**config.mk**
```make
export PLATFORM = sky130hd
export DESIGN_NAME = id_ex_pipe_reg_flat
export DESIGN_NICKNAME = d
export VERILOG_FILES = /design/src/rtl/id_ex_pipe_reg_if.sv /design/src/rtl/id_ex_pipe_reg.sv /design/src/flat_wrapper.sv
export SDC_FILE = /design/constraint.sdc
export NUM_CORES = 1
export LEC_CHECK = 0
export ABC_AREA = 0
export BUFFER_PORTS_ARGS = -buffer_cell sky130_fd_sc_hd__buf_2
export CORE_AREA = 2 2 139 141
export DETAILED_ROUTE_END_ITERATION = 10
export DIE_AREA = 0 0 141 143
export PLACE_DENSITY = 0.67
export RECOVER_POWER = 25
export SKIP_CTS_REPAIR_TIMING = 1
export SYNTH_ARGS = -nofsm -noshare
export SYNTH_HDL_FRONTEND = slang
export SYNTH_SLANG_ARGS = --single-unit
```
**constraint.sdc**
```tcl
create_clock -name clk_i -period 6.4 [get_ports clk_i]
set_input_delay 1.28 -clock clk_i [delete_from_list [all_inputs] [get_ports clk_i]]
set_output_delay 1.28 -clock clk_i [all_outputs]
set_load 0.1 [all_outputs]
```
**src/rtl/id_ex_pipe_reg_if.sv**
```systemverilog
// ID/EX boundary bundle: decode-side fields (_i) in, execute-side registered fields (_o) out.
// valid_i qualifies the ID payload each cycle; stall_i freezes the register; there is no ready back-pressure.
interface id_ex_pipe_reg_if #(
    parameter int DATA_W = 32,
    parameter int REG_AW = 5,
    parameter int CNT_W  = 32
);
    logic              stall_i;
    logic              flush_i;
    logic              valid_i;
    logic [2:0]        ALUOp_i;
    logic              RegWrite_i;
    logic              MemtoReg_i;
    logic              MemRead_i;
    logic              MemWrite_i;
    logic              ALUSrc_i;
    logic [DATA_W-1:0] pc_i;
    logic [DATA_W-1:0] RS1data_i;
    logic [DATA_W-1:0] RS2data_i;
    logic [DATA_W-1:0] imm_i;
    logic [9:0]        funct_i;
    logic [REG_AW-1:0] RS1addr_i;
    logic [REG_AW-1:0] RS2addr_i;
    logic [REG_AW-1:0] RDaddr_i;

    logic [2:0]        ALUOp_o;
    logic              RegWrite_o;
    logic              MemtoReg_o;
    logic              MemRead_o;
    logic              MemWrite_o;
    logic              ALUSrc_o;
    logic [DATA_W-1:0] pc_o;
    logic [DATA_W-1:0] RS1data_o;
    logic [DATA_W-1:0] RS2data_o;
    logic [DATA_W-1:0] imm_o;
    logic [9:0]        funct_o;
    logic [REG_AW-1:0] RS1addr_o;
    logic [REG_AW-1:0] RS2addr_o;
    logic [REG_AW-1:0] RDaddr_o;
    logic              valid_o;
    logic              flush_pend_o;
    logic [CNT_W-1:0]  bubble_cnt_o;

    modport master (
        output stall_i, flush_i, valid_i, ALUOp_i, RegWrite_i, MemtoReg_i, MemRead_i,
               MemWrite_i, ALUSrc_i, pc_i, RS1data_i, RS2data_i, imm_i, funct_i,
               RS1addr_i, RS2addr_i, RDaddr_i,
        input  ALUOp_o, RegWrite_o, MemtoReg_o, MemRead_o, MemWrite_o, ALUSrc_o,
               pc_o, RS1data_o, RS2data_o, imm_o, funct_o, RS1addr_o, RS2addr_o,
               RDaddr_o, valid_o, flush_pend_o, bubble_cnt_o
    );

    modport slave (
        input  stall_i, flush_i, valid_i, ALUOp_i, RegWrite_i, MemtoReg_i, MemRead_i,
               MemWrite_i, ALUSrc_i, pc_i, RS1data_i, RS2data_i, imm_i, funct_i,
               RS1addr_i, RS2addr_i, RDaddr_i,
        output ALUOp_o, RegWrite_o, MemtoReg_o, MemRead_o, MemWrite_o, ALUSrc_o,
               pc_o, RS1data_o, RS2data_o, imm_o, funct_o, RS1addr_o, RS2addr_o,
               RDaddr_o, valid_o, flush_pend_o, bubble_cnt_o
    );
endinterface

```
**src/rtl/id_ex_pipe_reg.sv**
```systemverilog
// ID/EX pipeline register: freezes on stall, inserts bubbles on flush or invalid decode,
// defers a flush seen during a stall, and keeps a saturating bubble count.
module id_ex_pipe_reg #(
    parameter int DATA_W = 32,
    parameter int REG_AW = 5,
    parameter int CNT_W  = 32
) (
    input logic              clk_i,
    input logic              rst_i,
    id_ex_pipe_reg_if.slave  bus
);
    typedef struct packed {
        logic [2:0]        alu_op;
        logic              reg_write;
        logic              mem_to_reg;
        logic              mem_read;
        logic              mem_write;
        logic              alu_src;
        logic [DATA_W-1:0] pc;
        logic [DATA_W-1:0] rs1_data;
        logic [DATA_W-1:0] rs2_data;
        logic [DATA_W-1:0] imm;
        logic [9:0]        funct;
        logic [REG_AW-1:0] rs1_addr;
        logic [REG_AW-1:0] rs2_addr;
        logic [REG_AW-1:0] rd_addr;
        logic              valid;
    } stage_t;

    stage_t           stage_q, stage_d, bubble_c, load_c;
    logic             flush_pend_q, flush_pend_d;
    logic [CNT_W-1:0] cnt_q, cnt_d;

    // A bubble doubles as the reset image: ALUOp at the Control default, everything else zero.
    always_comb begin
        bubble_c        = '0;
        bubble_c.alu_op = 3'b111;
    end

    always_comb begin
        load_c            = '0;
        load_c.alu_op     = bus.ALUOp_i;
        load_c.reg_write  = bus.RegWrite_i;
        load_c.mem_to_reg = bus.MemtoReg_i;
        load_c.mem_read   = bus.MemRead_i;
        load_c.mem_write  = bus.MemWrite_i;
        load_c.alu_src    = bus.ALUSrc_i;
        load_c.pc         = bus.pc_i;
        load_c.rs1_data   = bus.RS1data_i;
        load_c.rs2_data   = bus.RS2data_i;
        load_c.imm        = bus.imm_i;
        load_c.funct      = bus.funct_i;
        load_c.rs1_addr   = bus.RS1addr_i;
        load_c.rs2_addr   = bus.RS2addr_i;
        load_c.rd_addr    = bus.RDaddr_i;
        load_c.valid      = 1'b1;
    end

    always_comb begin
        stage_d      = stage_q;
        flush_pend_d = flush_pend_q;
        cnt_d        = cnt_q;
        if (bus.stall_i) begin
            if (bus.flush_i) begin
                flush_pend_d = 1'b1;
            end
        end else if (bus.flush_i || flush_pend_q || !bus.valid_i) begin
            // Live and deferred flush merge here into a single bubble.
            stage_d      = bubble_c;
            flush_pend_d = 1'b0;
            if (cnt_q != '1) begin
                cnt_d = cnt_q + CNT_W'(1);
            end
        end else begin
            stage_d = load_c;
        end
    end

    always_ff @(posedge clk_i) begin
        if (rst_i) begin
            stage_q      <= bubble_c;
            flush_pend_q <= 1'b0;
            cnt_q        <= '0;
        end else begin
            stage_q      <= stage_d;
            flush_pend_q <= flush_pend_d;
            cnt_q        <= cnt_d;
        end
    end

    assign bus.ALUOp_o      = stage_q.alu_op;
    assign bus.RegWrite_o   = stage_q.reg_write;
    assign bus.MemtoReg_o   = stage_q.mem_to_reg;
    assign bus.MemRead_o    = stage_q.mem_read;
    assign bus.MemWrite_o   = stage_q.mem_write;
    assign bus.ALUSrc_o     = stage_q.alu_src;
    assign bus.pc_o         = stage_q.pc;
    assign bus.RS1data_o    = stage_q.rs1_data;
    assign bus.RS2data_o    = stage_q.rs2_data;
    assign bus.imm_o        = stage_q.imm;
    assign bus.funct_o      = stage_q.funct;
    assign bus.RS1addr_o    = stage_q.rs1_addr;
    assign bus.RS2addr_o    = stage_q.rs2_addr;
    assign bus.RDaddr_o     = stage_q.rd_addr;
    assign bus.valid_o      = stage_q.valid;
    assign bus.flush_pend_o = flush_pend_q;
    assign bus.bubble_cnt_o = cnt_q;
endmodule

```
**src/flat_wrapper.sv**
```systemverilog
// flat-port wrapper written by rule: the top's interface ports become plain ports
module id_ex_pipe_reg_flat 
#(
    parameter int DATA_W = 32,
    parameter int REG_AW = 5,
    parameter int CNT_W  = 32
)
  (clk_i, rst_i, bus_stall_i, bus_flush_i, bus_valid_i, bus_ALUOp_i, bus_RegWrite_i, bus_MemtoReg_i, bus_MemRead_i, bus_MemWrite_i, bus_ALUSrc_i, bus_pc_i, bus_RS1data_i, bus_RS2data_i, bus_imm_i, bus_funct_i, bus_RS1addr_i, bus_RS2addr_i, bus_RDaddr_i, bus_ALUOp_o, bus_RegWrite_o, bus_MemtoReg_o, bus_MemRead_o, bus_MemWrite_o, bus_ALUSrc_o, bus_pc_o, bus_RS1data_o, bus_RS2data_o, bus_imm_o, bus_funct_o, bus_RS1addr_o, bus_RS2addr_o, bus_RDaddr_o, bus_valid_o, bus_flush_pend_o, bus_bubble_cnt_o);
  id_ex_pipe_reg_if #(.DATA_W(DATA_W), .REG_AW(REG_AW), .CNT_W(CNT_W)) bus_i ();
  input logic clk_i;
  input logic rst_i;
  input wire logic [$bits(bus_i.stall_i)-1:0] bus_stall_i;
  input wire logic [$bits(bus_i.flush_i)-1:0] bus_flush_i;
  input wire logic [$bits(bus_i.valid_i)-1:0] bus_valid_i;
  input wire logic [$bits(bus_i.ALUOp_i)-1:0] bus_ALUOp_i;
  input wire logic [$bits(bus_i.RegWrite_i)-1:0] bus_RegWrite_i;
  input wire logic [$bits(bus_i.MemtoReg_i)-1:0] bus_MemtoReg_i;
  input wire logic [$bits(bus_i.MemRead_i)-1:0] bus_MemRead_i;
  input wire logic [$bits(bus_i.MemWrite_i)-1:0] bus_MemWrite_i;
  input wire logic [$bits(bus_i.ALUSrc_i)-1:0] bus_ALUSrc_i;
  input wire logic [$bits(bus_i.pc_i)-1:0] bus_pc_i;
  input wire logic [$bits(bus_i.RS1data_i)-1:0] bus_RS1data_i;
  input wire logic [$bits(bus_i.RS2data_i)-1:0] bus_RS2data_i;
  input wire logic [$bits(bus_i.imm_i)-1:0] bus_imm_i;
  input wire logic [$bits(bus_i.funct_i)-1:0] bus_funct_i;
  input wire logic [$bits(bus_i.RS1addr_i)-1:0] bus_RS1addr_i;
  input wire logic [$bits(bus_i.RS2addr_i)-1:0] bus_RS2addr_i;
  input wire logic [$bits(bus_i.RDaddr_i)-1:0] bus_RDaddr_i;
  output wire logic [$bits(bus_i.ALUOp_o)-1:0] bus_ALUOp_o;
  output wire logic [$bits(bus_i.RegWrite_o)-1:0] bus_RegWrite_o;
  output wire logic [$bits(bus_i.MemtoReg_o)-1:0] bus_MemtoReg_o;
  output wire logic [$bits(bus_i.MemRead_o)-1:0] bus_MemRead_o;
  output wire logic [$bits(bus_i.MemWrite_o)-1:0] bus_MemWrite_o;
  output wire logic [$bits(bus_i.ALUSrc_o)-1:0] bus_ALUSrc_o;
  output wire logic [$bits(bus_i.pc_o)-1:0] bus_pc_o;
  output wire logic [$bits(bus_i.RS1data_o)-1:0] bus_RS1data_o;
  output wire logic [$bits(bus_i.RS2data_o)-1:0] bus_RS2data_o;
  output wire logic [$bits(bus_i.imm_o)-1:0] bus_imm_o;
  output wire logic [$bits(bus_i.funct_o)-1:0] bus_funct_o;
  output wire logic [$bits(bus_i.RS1addr_o)-1:0] bus_RS1addr_o;
  output wire logic [$bits(bus_i.RS2addr_o)-1:0] bus_RS2addr_o;
  output wire logic [$bits(bus_i.RDaddr_o)-1:0] bus_RDaddr_o;
  output wire logic [$bits(bus_i.valid_o)-1:0] bus_valid_o;
  output wire logic [$bits(bus_i.flush_pend_o)-1:0] bus_flush_pend_o;
  output wire logic [$bits(bus_i.bubble_cnt_o)-1:0] bus_bubble_cnt_o;
  assign bus_i.stall_i = bus_stall_i;
  assign bus_i.flush_i = bus_flush_i;
  assign bus_i.valid_i = bus_valid_i;
  assign bus_i.ALUOp_i = bus_ALUOp_i;
  assign bus_i.RegWrite_i = bus_RegWrite_i;
  assign bus_i.MemtoReg_i = bus_MemtoReg_i;
  assign bus_i.MemRead_i = bus_MemRead_i;
  assign bus_i.MemWrite_i = bus_MemWrite_i;
  assign bus_i.ALUSrc_i = bus_ALUSrc_i;
  assign bus_i.pc_i = bus_pc_i;
  assign bus_i.RS1data_i = bus_RS1data_i;
  assign bus_i.RS2data_i = bus_RS2data_i;
  assign bus_i.imm_i = bus_imm_i;
  assign bus_i.funct_i = bus_funct_i;
  assign bus_i.RS1addr_i = bus_RS1addr_i;
  assign bus_i.RS2addr_i = bus_RS2addr_i;
  assign bus_i.RDaddr_i = bus_RDaddr_i;
  assign bus_ALUOp_o = bus_i.ALUOp_o;
  assign bus_RegWrite_o = bus_i.RegWrite_o;
  assign bus_MemtoReg_o = bus_i.MemtoReg_o;
  assign bus_MemRead_o = bus_i.MemRead_o;
  assign bus_MemWrite_o = bus_i.MemWrite_o;
  assign bus_ALUSrc_o = bus_i.ALUSrc_o;
  assign bus_pc_o = bus_i.pc_o;
  assign bus_RS1data_o = bus_i.RS1data_o;
  assign bus_RS2data_o = bus_i.RS2data_o;
  assign bus_imm_o = bus_i.imm_o;
  assign bus_funct_o = bus_i.funct_o;
  assign bus_RS1addr_o = bus_i.RS1addr_o;
  assign bus_RS2addr_o = bus_i.RS2addr_o;
  assign bus_RDaddr_o = bus_i.RDaddr_o;
  assign bus_valid_o = bus_i.valid_o;
  assign bus_flush_pend_o = bus_i.flush_pend_o;
  assign bus_bubble_cnt_o = bus_i.bubble_cnt_o;
  id_ex_pipe_reg #(.DATA_W(DATA_W), .REG_AW(REG_AW), .CNT_W(CNT_W)) u_core (.clk_i(clk_i), .rst_i(rst_i), .bus(bus_i));
endmodule
```
==> results of run 1 <==
## state kept, by name, indices dropped and copies added, names as in the netlist
name	cells
u_core.bus.MemWrite_o	1
u_core.bus.RDaddr_o	5
u_core.bus.pc_o	32
u_core.bus.MemtoReg_o	1
u_core.bus.flush_pend_o	1
u_core.bus.RS2data_o	32
u_core.bus.RS1data_o	32
u_core.bus.funct_o	10
u_core.bus.ALUOp_o	3
u_core.bus.RS2addr_o	5
u_core.bus.ALUSrc_o	1
u_core.bus.RS1addr_o	5
u_core.bus.valid_o	1
u_core.bus.imm_o	32
u_core.bus.MemRead_o	1
u_core.bus.bubble_cnt_o	32
u_core.bus.RegWrite_o	1
## Yosys cell counts, types with 3 or more instances
master    count
a21oi_1      23
nand4_1       8
nor2b_1       5
inv_1         3
clkbuf_1     37
o21ai_0      12
or3_1        15
dfxtp_1     195
or4_1         8
nor3_1        4
xor2_1        4
a22o_1      158
o31ai_1       7
nand3_1       9
o22a_1        3
buf_6         3
nand2b_1      5
nand2_1      14
nor2_1       15
buf_1         4
## cell families (layout without fill, tap and decap cells)
logic type	Yosys count	count (layout)	synth area share, %
compound gates	213	213	26.45
flops	195	195	59.42
fa+ha+maj	1	1	0.1904
buf+inv	49	400	3.180
simple gates	100	100	9.446
mux	4	4	0.7808
xor+xnor	4	4	0.5332
## metal layers
layer	wire, um	global-route usage [%]
met1	8267	22.92
met2	9072	28.37
met5	0	0
met4	255	5.842
met3	1298	5.164
## area by class of cell
cell class | instances | share of cell area (%)
clock inverters | 15 | 2.239
well taps | 234 | 3.234
inverters | 3 | 0.1244
multi-input cells | 322 | 27.25
flip-flops and latches | 195 | 43.12
repair buffers | 365 | 19.33
clock buffers | 17 | 4.699
## power groups by stage
stage               Sequential (mW)  Clock (mW)  Combinational [mW]
floorplan                      1.46           0              0.0503
global placement               1.28           0               0.322
detailed placement             1.28           0               0.324
CTS                            1.25        1.14               0.324
global route                   1.26        1.20               0.332
finish                         1.25        1.12               0.319
## through the flow
stage	utilization, %	instances	cell area, um^2
global route	48.73	1151	9054
global placement	45.89	1119	8527
detailed placement	45.89	1119	8527
CTS	49.27	1151	9155
finish	48.73	1151	9054
floorplan	-	566	6570
## worst max path at each step
stage	endpoint	slack, ns
after floorplan	u_core.bus.bubble_cnt_o[0]	3.43
after global placement	u_core.bus.RDaddr_o[2]	2.86
after detailed placement	u_core.bus.imm_o[3]	2.86
after CTS	u_core.bus.RDaddr_o[2]	3.31
after global routing	u_core.bus.imm_o[14]	2.43
final	u_core.bus.RDaddr_o[2]	2.69
## critical path, cell delays in order
cell and delay (ns):
clkbuf_1 1.27, nor2b_4 0.53, buf_12 0.38, buf_4 0.26
a22o_1 0.24
==> results.md, run 1 <==
- Failing checks: max-capacitance violations, max-slew violations
- Mean Syn Cell Area: around 12 um^2
- Mapped Area: 0.006570 mm^2
- Pre-CTS setup slack: between 2 and 3 ns
- #FFs+latches synth: just under 200
- Post-synth top area cell: dfxtp_1
- Fin crit share: 58.03%
- MaxCap Viol Count: 1
- Vias in the first global route: 5,239
- Antenna-violating nets left: 0
- WL per Instance: 16.42 um
- Critical Path AT: 4.04 ns
- Reg clk slew, reported paths: 0.08 ns
- Final hold viol count: 0
- Worst Hold Path Cells: 1
- Crit path launch type: input pin
- Die Y: 143 um
- R2R setup slack: 3.47 ns
- Clock period minus worst slack: 3.714 ns
- Synth cell types: 45
- CTS HTree Levels: 4
- Largest cells by area after synthesis: dfxtp_1 (59%), a22o_1 (21%), clkbuf_1 (2.1%), a21oi_1 (1.8%), or3_1 (1.4%)
- Vias per cell: roughly 5.0
- Post-synth EDFFs: 0
- Clock share of power: 41.6%
- Register area share after synthesis: 59.42%
- Worst rel slew slack: -20.17%
- Sequential Area: 0.003904 mm^2
- Slew @ Worst Pin: 1.803 ns
- Synth warn: 0
- I/O pins: 361
- Internal power: 1.883 mW
- Final setup fails: 0
- # fillers: ~1,700
- Ys async rst share: 0%
- CTS Buffer Depth: 2
- Clk_skew: 0.01703 ns
- Die Area: 0.02016 mm^2
- Commonest cells after routing, fill and taps aside: buf_2 (279), dfxtp_1 (195), a22o_1 (158)
- Area grow syn2layout: 37.80%
- Final worst setup slack: 2.686 ns
- Port Buffer Count: 360
- Tot GR Track Use: between 10% and 20%
- Seq pwr share: 46.5%
- Initial DRT Pass Iterations: 6
- Post-DP HPWL: between 10 and 15 mm
- Leading cell type in the layout, fill and taps excluded: buf_2
- PwrDens: 297.2 mW/mm^2
- Post-Syn Nets: 733
- Worst hold slack: 0.4786 ns
- Critical R2R Launch: u_core.bus.bubble_cnt_o[23]
- Largest net degree at the start of global routing: 90
- HP Class: register to register
- Core ar.: 0.01858 mm^2
- CP endpoint kind: register
- Primary FF master, synth: dfxtp_1
- Reg2reg path depth: 5
- Initial DRC Count: between 300 and 400
- Multi-input gate area: about 0.0025 mm^2
- Status: complete, but fails checks
- Sw Share: 30.01%
- Drc violations: 0
- Routability cong.: 0.7761
- Kind of critical path: input pin to register
- Comb pwr share: 11.9%
- Vias: 5,777
- Share of the synthesized area in the top cell type: 59.42%
- Starting density of the core: 35.36%
- Tot Pwr: 2.691 mW
- Nets: 1,071
- CP max FO: 89
- Cells after synthesis: 566
- Hold Path End: u_core.bus.pc_o[22]
- Switch Pwr: 0.8076 mW
- Cell leakage power: 4.107 nW
- RSZ-0062 raised after global routing: no
- Grt ovf: 0
- Final wirelength: approximately 19 mm
- CP required: ~6.7 ns
- Hold Crit Start: u_core.bus.pc_o[22]
- CTS Root Cell: clkbuf_16
- F_max: 269.3 MHz
- Inserted Clock Buffers: 17
- Cell row count: 50
- First-pass GRT wire length: 28.43 mm
- Crit path from: rst_i
- CTS tree: built
- Final Slew Violations: 43
- Clk sink count: 195
- Ant. Diodes: 0
- Reg2Reg Capture Point: u_core.bus.bubble_cnt_o[27]
- Clk Latency, worst-skew pair: 0.43 ns
- TNS Setup: 0 ns
- Share of post-route cells with drive strength above 1: between 30% and 40%
- Die X: 141 um
- VDD IR max: between 0.0002 and 0.00025 V
- Initial antenna violation count: 0
Note: power is estimated with default switching activity, not from simulation.
==> run 2: changes to the inputs <==
- ABC_AREA: 0 -> 1
- CORE_AREA: 2 2 139 141 -> 2 2 140 142
- DIE_AREA: 0 0 141 143 -> 0 0 142 144
- PLACE_DENSITY: 0.67 -> 0.72
- clock period: 6.4 -> 3.1 ns (I/O delays scaled with it)
==> run 2 against run 1 <==
The flow now finishes without violations. Clock power increased by 110%. Critical path depth is 1 higher. Clock skew fell by 0.0082 ns. Worst setup slack lost 2.0 ns. First-iteration DRC count increased by 52%. Global-route usage increased by 2.6 points. Sequential cell count unchanged. Total power grew 110%. Critical path type unchanged. Synthesized cell count grew 30%. Hold slack worse by 0.051 ns. Register-to-register slack got worse by 2.6 ns. Wire length is 18% higher.
==> results.md, run 2 <==
- Detail Route met2 WL: 11.34 mm
- Cells after synthesis: 734
- Share of post-route cells with drive strength above 1: between 30% and 40%
- Cell row count: 51
- Final Slew Violations: 0
- Vias in the first global route: roughly 6,400
- Kind of critical path: input pin to register
- Fin crit share: between 70% and 80%
- Ys async rst share: 0%
- Area grow syn2layout: 34.13%
- Initial antenna violation count: 0
- Critical Path AT: approximately 2.8 ns
- Multi-input gate area: just under 0.003 mm^2
- Largest net degree at the start of global routing: 99
- Uppermost routed layer: met4
- Complex-gate fraction of the synthesized area: 24.13%
- CTS tree: built
- Post-route non-filler standard cell count: 1,317
- CP required: 3.46 ns
- Vias per cell: 5.272
- Ant. Diodes: 0
- Maximum single-stage delay on the critical path: 0.95 ns
- Post-DP HPWL: around 16 mm
- Slew @ Worst Pin: 1.209 ns
- Initial DRT Pass Iterations: 5
- Starting density of the core: 37.77%
- Final wirelength: 22.35 mm
- Post-synth EDFFs: 0
- Leading cell type in the layout, fill and taps excluded: buf_2
- Core ar.: 0.01908 mm^2
- Largest cells by area after synthesis: dfxtp_1 (54%), a32o_1 (22%), nand2_1 (6.8%), nor2_1 (3.9%), a21oi_1 (1.7%)
- CP endpoint kind: register
- Die X: 142 um
- Met3 WL: around 1.4 mm
- Crit path launch type: input pin
- XOR/XNOR Fraction of Synth Area: under 10%
- VDD IR max: 0.0004139 V
- MaxCap Viol Count: 0
- Reg2reg path depth: 5
- Mapped Area: 0.007207 mm^2
- Drc violations: 0
- Post-Syn Nets: 901
- Post-synth top area cell: dfxtp_1
- Final setup fails: 0
- Clock period minus worst slack: 2.392 ns
- Inserted Clock Buffers: 17
- Worst path cell trace: clkbuf_1 > clkinvlp_2 > nand2_1 > inv_4 > clkbuf_2 > a32o_1
- Sequential Area: 0.003904 mm^2
- F_max: 418.0 MHz
- # fillers: 1,860
- Status: completed
- Final instance area: 0.009667 mm^2
- HP Class: input pin to register
- CTS HTree Levels: 4
- Reg clk slew, reported paths: 0.08 ns
- CTS Buffer Depth: 2
- Worst Hold Path Cells: 2
- Synth Area in Adders: less than 1%
- I/O pins: 361
- Mean Syn Cell Area: about 9.8 um^2
- Synth cell types: 25
- Simple-gate share of the synthesized area: 13.98%
- Instance area at placement: approximately 0.0092 mm^2
- Share of the synthesized area in the top cell type: a little over half
- RSZ-0062 raised after global routing: no
- Die Y: 144 um
- Cell leakage power: about 4.2 nW
- Primary FF master, synth: dfxtp_1
- Grt ovf: 0
- Max stage delay cell, worst path: clkbuf_2
- Clk sink count: just under 200
- Initial DRC Count: between 500 and 600
- #FFs+latches synth: just under 200
- Top-count cell post-synth: dfxtp_1
- Die Area: 0.02045 mm^2
- First-pass GRT wire length: between 30 and 40 mm
- Clk Latency, worst-skew pair: 0.43 ns
- Register area share after synthesis: between 50% and 60%
- Worst rel slew slack: 19.76%
- CP max FO: 57
- Nets: ~1,200
- TNS Setup: 0 ns
- Largest family of logic cells by synthesized area: compound AO/OA/AOI/OAI gates
- Antenna-violating nets left: 0
- Commonest cells after routing, fill and taps aside: buf_2 (293), dfxtp_1 (195), a32o_1 (158)
- WL per Instance: 16.97 um
- Clk_skew: 0.008786 ns
- Port Buffer Count: 360
- DRT met1 WL: ~9.2 mm
- PwrDens: between 500 and 600 mW/mm^2
- Final hold viol count: 0
- Placed insts: 1,285
- CTS Root Cell: clkbuf_16
- Tot GR Track Use: 20.31%
- Vias: 6,943
- Synth warn: 0
- Routability cong.: 0.8726
- Commonest cells in the netlist: dfxtp_1 (195), a32o_1 (158), nand2_1 (131)
- Mux share of post-synthesis cell area: 0%
-- run 2: cell types whose count changed in the layout (fill, tap and decap cells not counted), sizes merged, moves of 6 or more --
cell / delta
nand2: +121
o21ai: -8
o31ai: -7
or3: -15
or4: -8
buf: +19
clkbuf: -10
a32o: +158
inv: +30
a22o: -158
xnor2: +6
nor2: +65
-- run 2: area by class of cell --
class                      count  share of cell area [%]
inverter                      34                   1.359
timing repair buffer         373                   18.81
multi-input combinational    445                   29.98
tap                          238                   3.081
clock buffer                  18                   4.543
clock inverter                14                   1.851
sequential                   195                   40.38
-- run 2: where the power goes --
group	internal, mW	switching [mW]
Sequential	2.56	0.0287
Combinational	0.154	0.572
Clock	1.19	1.10
-- run 2: path summary, 6_finish.rpt --
path | start | to | slack, ns
min reg2reg | u_core.bus.funct_o[6] | u_core.bus.funct_o[6] | 0.46
max | rst_i | u_core.bus.pc_o[5] | 0.71
min | bus_RS2data_i[12] | u_core.bus.RS2data_o[12] | 0.43
max reg2reg | u_core.bus.flush_pend_o | u_core.bus.imm_o[11] | 0.91
-- run 2: kinds of logic (layout without fill, tap and decap cells) --
group | Yosys count | count (layout)
AO/OA/AOI/OAI | 189 | 189
flip-flops | 195 | 195
XOR/XNOR | 15 | 15
AND/OR/NAND/NOR | 240 | 240
buffers and inverters | 94 | 439
adder cells (fa/ha/maj) | 1 | 1
-- run 2: per-layer routing --
metal | vias up | GRT usage [%]
met5 | - | 0
met4 | 0 | 7.737
met3 | 34 | 5.199
met2 | 254 | 33.79
met1 | 3303 | 25.41
li1 | 3352 | -
-- run 2: critical path, delay by kind of cell --
| kind | cells | cell delay [ns] |
|---|---|---|
| AOI/OAI and AO/OA | 1 | 0.24 |
| and+or+nand+nor | 1 | 0.18 |
| buffers and inverters | 4 | 1.61 |
-- run 2: per-stage QoR --
step / hold WS, ns / total power [mW] / util (%) / worst slack (ns)
after floorplan: 0.7196 / 3.177 / - / 0.6078
after global placement: 0.4396 / 3.373 / 47.99 / 0.8744
after detailed placement: 0.4465 / 3.378 / 47.99 / 0.8597
after CTS: 0.4031 / 5.667 / 51.23 / 1.070
after global routing: 0.4034 / 5.785 / 50.67 / 0.5445
final: 0.4278 / 5.605 / 50.67 / 0.7077
==> run 3: changes to the inputs <==
- clock period: 3.1 -> 2.1 ns (I/O delays scaled with it)
==> run 3 against run 2 <==
Count of clock-buffer cells in the layout decreased by 1. Total power increased by 49%. Largest power group unchanged. Sequential cell count unchanged. Sequential share of layout area decreased by 0.43 points. Non-clock buffer count unchanged. Hold slack got worse by 0.20 ns. Largest cell class unchanged. Combinational power increased by 50%.
==> results.md, run 3 (synthesized netlist as in run 2, its figures left out) <==
- Cell row count: 51
- CTS HTree Levels: 4
- Nets: ~1,200
- Final design utilization: between 50% and 60%
- Die Area: 0.02045 mm^2
- CP endpoint kind: register
- HP Class: input pin to register
- RSZ-0062 raised after global routing: no
- Fin crit share: roughly 90%
- Worst path cell trace: nor2_1 > nand2_1 > nor2_4 > clkbuf_2 > buf_6 > a32o_1
- Share of post-route cells with drive strength above 1: 41.43%
- Initial DRT Pass Iterations: 5
- Inserted Clock Buffers: 17
- First-pass GRT wire length: between 30 and 40 mm
- F_max: roughly 530 MHz
- CP delay by family, top: buffers and inverters
- Area grow syn2layout: 36.84%
- CP max FO: 42
- Final setup fails: 0
- Initial DRC Count: 520
- Placed insts: 1,285
- Vias in the first global route: 6,405
- Drc violations: 0
- Ant. Diodes: 0
- Final wirelength: between 20 and 25 mm
- Post-route non-filler standard cell count: 1,317
- Cell leakage power: 4.494 nW
- Clock period minus worst slack: about 1.9 ns
- Routability cong.: 0.8587
- Leading cell type in the layout, fill and taps excluded: buf_2
- Commonest cells after routing, fill and taps aside: buf_2 (360), dfxtp_1 (166), a32o_1 (158)
- Critical Path AT: 2.25 ns
- Largest net degree at the start of global routing: between 150 and 200
- Antenna-violating nets left: 0
- Vias: 6,945
- Initial antenna violation count: 0
- Slew @ Worst Pin: 0.8127 ns
- Post-DP HPWL: between 15 and 20 mm
- Kind of critical path: register to register
- Clk sink count: 195
- CTS Root Cell: clkbuf_16
- Port Buffer Count: 360
- Max stage delay cell, worst path: clkbuf_2
- TNS Setup: 0 ns
- Clk Latency, worst-skew pair: between 0.4 and 0.5 ns
- PwrDens: 844.3 mW/mm^2
- Worst hold slack: 0.2267 ns
- Die Y: 144 um
- Maximum single-stage delay on the critical path: 0.49 ns
- Vias per cell: around 5.3
- I/O pins: around 360
- CTS tree: built
- Final Slew Violations: 0
- MaxCap Viol Count: 0
- Clk_skew: roughly 0.012 ns
- Grt ovf: 0
- Starting density of the core: 37.77%
- WP buf/inv: 2
- VDD IR max: between 0.0005 and 0.0006 V
- Crit path launch type: register
- Worst rel slew slack: 45.82%
- WL per Instance: 17.09 um
- Die X: about 140 um
- CP required: 2.47 ns
- Final hold viol count: 0
- Reg clk slew, reported paths: around 0.080 ns
- Status: completed
- Core ar.: 0.01908 mm^2
- CTS Buffer Depth: 2
- Tot GR Track Use: 20.51%
[run 3: changes by cell type in the layout (fill, tap and decap cells not counted), moves of 3 or more]
cell      previous run  this run
dfxtp_1            195       166
dfxtp_2              0        29
buf_4                9         4
inv_6                6         2
clkinv_8             3         6
buf_12               1         5
buf_2              293       360
clkbuf_1            69         1
[run 3: stage by stage]
| stage | cell area, um^2 | power, mW | worst slack (ns) |
|---|---|---|---|
| after floorplan | 7244 | 4.691 | 0.0004954 |
| after global placement | 9256 | 4.992 | 0.2968 |
| after detailed placement | 9256 | 5.004 | 0.2631 |
| after CTS | 9893 | 8.410 | 0.2498 |
| after global routing | 9862 | 8.621 | 0.05616 |
| final | 9862 | 8.326 | 0.2137 |
[run 3: worst paths after layout]
path / slack (ns) / cells past startpoint / start / endpoint
setup / recovery: 0.21 / 6 / u_core.bus.flush_pend_o / u_core.bus.pc_o[23]
hold / removal: 0.23 / 2 / bus_pc_i[26] / u_core.bus.pc_o[26]
setup reg to reg: 0.21 / 6 / u_core.bus.flush_pend_o / u_core.bus.pc_o[23]
hold reg to reg: 0.46 / 1 / u_core.bus.RS1data_o[25] / u_core.bus.RS1data_o[25]
[run 3: routing by layer]
layer / vias to the layer above / GRT usage (%) / wire [um]
met2: 215 / 36.26 / 11820
met5: - / 0 / 0
met1: 3357 / 24.50 / 9080
li1: 3348 / - / -
met3: 25 / 5.695 / 1237
met4: 0 / 5.632 / 376
[run 3: final cells by class]
| cell class | count | area (um^2) |
|---|---|---|
| Fill cell | 1779 | 9218 |
| Sequential cell | 195 | 3940 |
| Multi-Input combinational cell | 445 | 2898 |
| Timing Repair Buffer | 373 | 1957 |
| Clock buffer | 17 | 425.4 |
| Tap cell | 238 | 297.8 |
| Clock inverter | 15 | 211.5 |
| Inverter | 34 | 132.6 |
[run 3: report_power, final]
group	switching, mW	internal (mW)
clock	1.67	1.75
combinational	0.848	0.247
sequential	0.0406	3.77
[run 3: worst register-to-register path: stages (launching register included)]
cell and delay, ns:
dfxtp_1 0.32, nor2_1 0.17, nand2_1 0.13, nor2_4 0.10, clkbuf_2 0.49, buf_6 0.40, a32o_1 0.23
